`config.mk`:
```
export PLATFORM = sky130hd
export DESIGN_NAME = keypad_entry
export DESIGN_NICKNAME = d
export VERILOG_FILES = /design/src/rtl/keypad_entry.sv
export SDC_FILE = /design/constraint.sdc
export NUM_CORES = 1
export LEC_CHECK = 0
export CELL_PAD_IN_SITES_DETAIL_PLACEMENT = 1
export CELL_PAD_IN_SITES_GLOBAL_PLACEMENT = 1
export CORE_MARGIN = 2
export CORE_UTILIZATION = 45
export CTS_BUF_LIST = sky130_fd_sc_hd__clkbuf_16
export CTS_CLUSTER_DIAMETER = 120
export DETAILED_ROUTE_END_ITERATION = 7
export PLACE_DENSITY = 0.76
export SYNTH_ARGS = -nofsm -noshare
export SYNTH_HDL_FRONTEND = slang
export SYNTH_SLANG_ARGS = --single-unit
```
`constraint.sdc`:
```
create_clock -name clk -period 4.5 [get_ports clk]
set_clock_uncertainty 0.15 [all_clocks]
set_input_delay 0.45 -clock clk [delete_from_list [all_inputs] [get_ports clk]]
set_output_delay 0.45 -clock clk [all_outputs]
set_load 0.05 [all_outputs]
```
`src/rtl/keypad_entry.sv`:
```
// 4x4 matrix keypad scanner with press/release debounce and a 3-digit BCD entry register.
// Digit keys shift in, '*' clears, '#' converts the digits to a saturated 8-bit value.
module keypad_entry #(
  parameter logic [24:0] SCAN_DIV       = 25'd49_999,
  parameter logic [4:0]  DEBOUNCE_SCANS = 5'd20
) (
  input  logic        clk,
  input  logic        rst,
  input  logic [3:0]  rows,
  output logic [3:0]  cols,
  output logic        key_valid,
  output logic [3:0]  key_code,
  output logic [11:0] digits,
  output logic [7:0]  value,
  output logic        value_valid,
  output logic        ovf
);

  typedef enum logic [1:0] {S_SCAN, S_DEBOUNCE, S_PRESSED, S_RELEASE} state_t;

  localparam logic [4:0] CNT_LAST  = DEBOUNCE_SCANS - 5'd1;
  localparam logic [3:0] CODE_STAR = 4'd12;
  localparam logic [3:0] CODE_HASH = 4'd14;

  state_t      r_state;
  state_t      w_state_nxt;
  logic [3:0]  r_sync1;
  logic [3:0]  r_sync2;
  logic [24:0] r_div;
  logic [4:0]  r_cnt;
  logic [4:0]  w_cnt_nxt;
  logic [1:0]  r_col;
  logic [1:0]  w_col_nxt;
  logic [1:0]  r_row;
  logic [1:0]  w_row_nxt;
  logic [1:0]  w_low_row;
  logic        w_tick;
  logic        w_rows_idle;
  logic        w_accept;
  logic [3:0]  w_code;
  logic        w_is_digit;
  logic [3:0]  w_digit;
  logic [9:0]  w_bin;

  logic        r_key_valid;
  logic [3:0]  r_key_code;
  logic [11:0] r_digits;
  logic [7:0]  r_value;
  logic        r_value_valid;
  logic        r_ovf;

  // rows are asynchronous to clk; only r_sync2 is ever looked at
  always_ff @(posedge clk or negedge rst) begin
    if (!rst) begin
      r_sync1 <= 4'b1111;
      r_sync2 <= 4'b1111;
    end else begin
      r_sync1 <= rows;
      r_sync2 <= r_sync1;
    end
  end

  assign w_tick      = (r_div == SCAN_DIV);
  assign w_rows_idle = &r_sync2;
  assign w_code      = {r_row, r_col};

  always_comb begin
    w_low_row = 2'd3;
    if (!r_sync2[0])      w_low_row = 2'd0;
    else if (!r_sync2[1]) w_low_row = 2'd1;
    else if (!r_sync2[2]) w_low_row = 2'd2;
  end

  always_comb begin
    w_state_nxt = r_state;
    w_cnt_nxt   = r_cnt;
    w_col_nxt   = r_col;
    w_row_nxt   = r_row;
    w_accept    = 1'b0;
    case (r_state)
      S_SCAN: begin
        if (w_tick) begin
          if (w_rows_idle) begin
            w_col_nxt = r_col + 2'd1;
          end else begin
            w_row_nxt   = w_low_row;
            w_cnt_nxt   = 5'd0;
            w_state_nxt = S_DEBOUNCE;
          end
        end
      end
      S_DEBOUNCE: begin
        if (w_tick) begin
          if (!r_sync2[r_row]) begin
            if (r_cnt == CNT_LAST) begin
              w_accept    = 1'b1;
              w_state_nxt = S_PRESSED;
            end else begin
              w_cnt_nxt = r_cnt + 5'd1;
            end
          end else begin
            w_cnt_nxt   = 5'd0;
            w_state_nxt = S_SCAN;
          end
        end
      end
      S_PRESSED: begin
        w_cnt_nxt   = 5'd0;
        w_state_nxt = S_RELEASE;
      end
      S_RELEASE: begin
        if (w_tick) begin
          if (!w_rows_idle) begin
            w_cnt_nxt = 5'd0;
          end else if (r_cnt == CNT_LAST) begin
            w_cnt_nxt   = 5'd0;
            w_col_nxt   = r_col + 2'd1;
            w_state_nxt = S_SCAN;
          end else begin
            w_cnt_nxt = r_cnt + 5'd1;
          end
        end
      end
      default: w_state_nxt = S_SCAN;
    endcase
  end

  always_ff @(posedge clk or negedge rst) begin
    if (!rst) begin
      r_state <= S_SCAN;
      r_div   <= 25'd0;
      r_cnt   <= 5'd0;
      r_col   <= 2'd0;
      r_row   <= 2'd0;
    end else begin
      r_state <= w_state_nxt;
      r_div   <= w_tick ? 25'd0 : r_div + 25'd1;
      r_cnt   <= w_cnt_nxt;
      r_col   <= w_col_nxt;
      r_row   <= w_row_nxt;
    end
  end

  // keypad layout: row-major 1 2 3 A / 4 5 6 B / 7 8 9 C / * 0 # D
  always_comb begin
    w_is_digit = 1'b1;
    w_digit    = 4'd0;
    case (w_code)
      4'd0:    w_digit = 4'd1;
      4'd1:    w_digit = 4'd2;
      4'd2:    w_digit = 4'd3;
      4'd4:    w_digit = 4'd4;
      4'd5:    w_digit = 4'd5;
      4'd6:    w_digit = 4'd6;
      4'd8:    w_digit = 4'd7;
      4'd9:    w_digit = 4'd8;
      4'd10:   w_digit = 4'd9;
      4'd13:   w_digit = 4'd0;
      default: w_is_digit = 1'b0;
    endcase
  end

  assign w_bin = 10'(r_digits[11:8]) * 10'd100
               + 10'(r_digits[7:4])  * 10'd10
               + 10'(r_digits[3:0]);

  always_ff @(posedge clk or negedge rst) begin
    if (!rst) begin
      r_key_valid   <= 1'b0;
      r_key_code    <= 4'd0;
      r_digits      <= 12'd0;
      r_value       <= 8'd0;
      r_value_valid <= 1'b0;
      r_ovf         <= 1'b0;
    end else begin
      r_key_valid   <= w_accept;
      r_value_valid <= 1'b0;
      if (w_accept) begin
        r_key_code <= w_code;
        if (w_is_digit) begin
          r_digits <= {r_digits[7:0], w_digit};
        end else if (w_code == CODE_STAR) begin
          r_digits <= 12'd0;
          r_ovf    <= 1'b0;
        end else if (w_code == CODE_HASH) begin
          r_value       <= (w_bin > 10'd255) ? 8'd255 : w_bin[7:0];
          r_ovf         <= (w_bin > 10'd255);
          r_value_valid <= 1'b1;
        end
      end
    end
  end

  assign cols        = ~(4'b0001 << r_col);
  assign key_valid   = r_key_valid;
  assign key_code    = r_key_code;
  assign digits      = r_digits;
  assign value       = r_value;
  assign value_valid = r_value_valid;
  assign ovf         = r_ovf;

endmodule
```
# Yosys cells after proc, flatten, opt, wreduce, memory -nomap -nowiden
# Index checks and enable logic that the tools add are counted.
# Widths: inputs -> output; s select.
# classes
add_sub_neg,5
multipliers,2
n_div,0
magnitude_cmp,2
n_eq_ne,25
n_shift,1
muxes,45
bitwise,4
reduce_logical,14
# ops
operator,count
$mux 5,8
$pmux 4 s9,1
$mux 2,15
$add 25x1->25 const B,1
$eq 25x16->1 const B,1
$mux 25,1
$eq 4x4->1 const B,6
$mux 12,2
$pmux 5 s4,1
$ne 2x2->1 const B,7
$mux 1,13
$eq 4x3->1 const B,3
$add 10x4->10,1
$add 10x8->10,1
$gt 10x8->1 const B,1
$reduce_or 10->1,1
$mul 4x5->8 const B,1
$mux 8,1
$pmux 2 s4,1
$reduce_and 4->1,2
$mul 4x3->7 const B,1
$reduce_and 7->1,1
$ne 3x3->1 const B,2
$reduce_and 3->1,2
other kinds (19),24
# word_totals
register_bits,71
latchBits,0
ram_bits,0
rom_bits,0
inputBits,6
word_cells,111
n_memories,0

# Longest topological paths before layout
# logic_depth
ltp_word,6
mapped_depth,13
depth_no_buf,13

# Worst setup path before layout
# OpenSTA, ideal clock, no wires.
# synth_timing
kind,register to register
start,reg r_digits[7] (netlist: digits[7])
end,reg r_value[7] (netlist: value[7])
setup_time_ns,0.129
arrival_ns,3.658
t_required_ns,4.221
setup_slack_ns,0.564
stages_incl_launch_ff,13
synth_period_minus_slack_ns,3.936
path_cell_list,dfrtp_1 > ha_1 > ha_1 > fa_1 > xor2_1 > ha_1 > ha_1 > nand3_1 > o22ai_1 > nor2_1 > or4b_2 > nand4b_1 > nand2_1
# synth_via
elab_chain_len,5
# synth_rtl
item,line_no,text
start: declaration,47,logic [11:0] r_digits;
start signal: assignment,181,"r_digits <= {r_digits[7:0], w_digit};"
$mul 4x3->7 (*),164,+ 10'(r_digits[7:4]) * 10'd10
$add 10x8->10 (*),164,
$add 10x4->10 (*),165,+ 10'(r_digits[3:0]);
$gt 10x8->1,186,r_value <= (w_bin > 10'd255) ? 8'd255 : w_bin[7:0];
$mux 8 (*),186,
end signal: assignment,186,
end: declaration,48,logic [7:0] r_value;
# Mark *: on every way between the ends. The rest lies on a longest branch, timed or not.
# A chain may end at the register's enable or synchronous reset.

# Worst setup path after layout
# layout_timing
start,reg r_digits[5] (netlist: digits[5])
end,reg r_ovf (netlist: ovf)
# layout_via
elab_chain_len,6
# layout_rtl
item,line_no,text
$mul 4x3->7,164,
$add 10x8->10,164,
$add 10x4->10,165,
$gt 10x8->1,187,r_ovf <= (w_bin > 10'd255);
$mux 1,185,end else if (w_code == CODE_HASH) begin
$mux 1,182,end else if (w_code == CODE_STAR) begin
end signal: assignment,187,
end: declaration,50,logic r_ovf;
# No other way between the ends. The select of a mux whose other input is x is not followed.

==> metrics.txt <==
Via Count=2936; final period utilization=0.884; die height=96.9 um; R2R Path Start=digits[5]; Synth Cell Area=3890 sq um; Crit-path slowest cell=or4b_2; Antenna diodes=0; slowest cell delay on critical path=610 ps; antenna violations before repair=0; cell taking the most area after synthesis=dfrtp_1; Die X=96.9 um; drt pass-1 iters=4; Inst Count DP=508; area of the multi-input gates=1960 sq um; top cell type's share of synthesized area=0.406; initial core utilization=0.468; RSZ-0062 raised after global routing=false; Critical Path RT=4550 ps; M2 GR Usage=0.352; TNS Setup=0 ps; crit path launch=digits[5]; post-CTS resize count=0; number of synthesized flops with an enable pin=0; filler instances=925; CTS clk-pin slew, worst paths=60 ps; share of cells above drive strength 1=0.0764; largest net degree at the start of global routing=41; Max clock buf depth=2; fin area=4640 sq um; FF+latch count, synth=71; WL/cell=17.4 um; root buffer cell=clkbuf_16; fmax=0.251 GHz; setup bufs post-CTS=0; Cell variety after synth=51; top post-synthesis cells by area=dfrtp_1 41%, ha_1 9.3%, dfstp_2 5.4%; final non-filler cell total=524; Clock Sinks=71; PwrDens=297 nW/um^2; DP Worst Slack=499 ps; vias per std cell=5.60; Mapped Nets=414; status=completed; FFs w/ async S/R, synth=1.00; CORE AREA=8300 sq um; PortBufs=36; first-pass GRT wire length=15.6 mm; final setup margin=523 ps; Final Hold Fails=0; num ports=37; synth warn=0; H-tree depth=3; Final Util=0.559; relative max-transition margin=0.412; Worst Setup End Kind=flop; Max-Cap Viols=0; die area=9400 sq um; FF+latch area=1790 sq um; CTS tree=yes; vias in the first global route=3121; HPWL after detailed placement=6.53 mm; GR Util met3=0.0311; Final min period=3980 ps; top_reg_cell synth=dfrtp_1; total CTS buffers=9; crit-path most repeated cell=ha_1; largest fanout on the critical path=9; Slew Viols, Final=0; Mapped Avg Cell Area=10.4 sq um; register area share after synthesis=0.460; DR DRC count=0; dpl cell area=4340 sq um; Setup CP Type=flop to flop; gr ovfl total=0; area added between synthesis and finish=19.4%; Hold WC Path Type=input port to asynchronous set/reset pin; crit path DAT=4020 ps; met1 Usage GRT=0.268; worst skew pair latency=330 ps; GPL Wtd Cong=0.806; Slew @ Worst Pin=875 ps; Leak=2.16 nW; Total Wirelength=9.12 mm; Final setup viols=0; 1st-iter DRT viols=79; Worst Setup Start Kind=flop; GR peak layer=met2; FP Rows=33; peak supply drop=0.164 mV; WHS=41.8 ps; GRT Util Overall=0.206; overall power=1.38 mW; DRT antenna net count=0; hold_buf cts=0; Mapped Cells=374; cells along the critical path=ha_1 > ha_1 > fa_1 > xor2_1 > ha_1 > ha_1 > nand3_1 > o22ai_1 > nor2_1 > or4b_2 > nand4b_1 > nand2_1; Layout Nets=454
-- layout by cell type (no fill, tap or decap), types with 5 or more instances in the layout --
cell type / instances
nand3_1: 17
nand2_1: 40
ha_1: 29
nand4_1: 6
clkdlybuf4s50_1: 35
clkbuf_16: 9
dfstp_2: 8
fa_1: 5
inv_1: 26
mux2i_1: 9
xnor2_1: 18
a21oi_1: 10
dfrtp_1: 63
nor2_1: 22
a22o_1: 8
and3_1: 7
o21ai_0: 15
nor4_1: 7
xor2_1: 13
-- critical path, delay by kind of cell, from the launching register on --
kind,cells,cell delay [ps]
AOI/OAI and AO/OA,1,270
xor gates and xnor gates,1,160
adders and majority gates,5,1610
DFF,1,440
and+or+nand+nor,5,1220
-- Yosys cell counts (2+ instances only) --
library cell  instances
nor3_1                4
a21oi_1              10
nor2b_1               3
and3_1                7
a31oi_1               4
o21ai_0              15
inv_1                26
dfrtp_1              63
fa_1                  5
clkbuf_1              5
and2_1                2
xor2_1               13
o21a_1                2
mux2i_1               9
o211ai_1              3
or3_1                 3
o21ai_1               3
nor4bb_1              4
nand2_1              40
a41oi_1               2
ha_1                 29
a211oi_1              3
a22o_1                8
and4_1                3
nand4_1               6
nor4_1                7
nand4b_1              3
buf_2                 2
nand3_1              17
o22ai_1               3
xnor2_1              18
o31ai_1               2
nor3b_1               2
a21o_1                2
nor4b_1               2
dfstp_2               8
nor2_1               22
-- power breakdown --
part | internal (mW) | switching [mW] | leakage (nW)
clock | 0.429 | 0.282 | 0.139
combinational | 0.00536 | 0.0151 | 1.07
sequential | 0.645 | 0.00246 | 0.950
total | 1.08 | 0.299 | 2.16
-- area by class of cell --
class                           count  share of cell area
Clock buffer                        9              0.0485
Clock inverter                      7              0.0154
Timing Repair Buffer               38              0.0798
Sequential cell                    71               0.385
Tap cell                          105              0.0283
Multi-Input combinational cell    268               0.422
Inverter                           26              0.0210
-- state kept, by name, summed over array words and instances (netlist names), named ones only --
register and flops:
r_cnt 5, ovf 1, value_valid 1, r_state 1, r_row 2, r_sync2 4, r_col 2, digits 12
key_valid 1, r_sync1 4, key_code 4, r_div 25, value 8
-- logic make-up after synthesis --
kind of cell / synth area share
AND/OR/NAND/NOR: 0.175
flip-flops: 0.460
AO/OA/AOI/OAI: 0.107
buffers and inverters: 0.0367
adder cells (fa/ha/maj): 0.119
XOR/XNOR: 0.0698
multiplexers: 0.0319
-- routing by layer --
| metal | wire [um] | vias up |
|---|---|---|
| met3 | 204 | 11 |
| met2 | 4680 | 45 |
| met1 | 4110 | 1472 |
| met4 | 130 | 0 |
| met5 | 0 | - |
| li1 | - | 1408 |
-- worst paths after layout --
kind                         endpoint  slack (ps)  cells after the start
max                               ovf         520                     12
min in group clk           r_sync2[3]         210                      0
max reg2reg                       ovf         520                     12
max in group asynchronous  r_sync2[2]        3150                      2
min                        digits[11]          40                      1
min reg2reg                r_sync2[3]         210                      0
(Power assumes the default switching activity.)
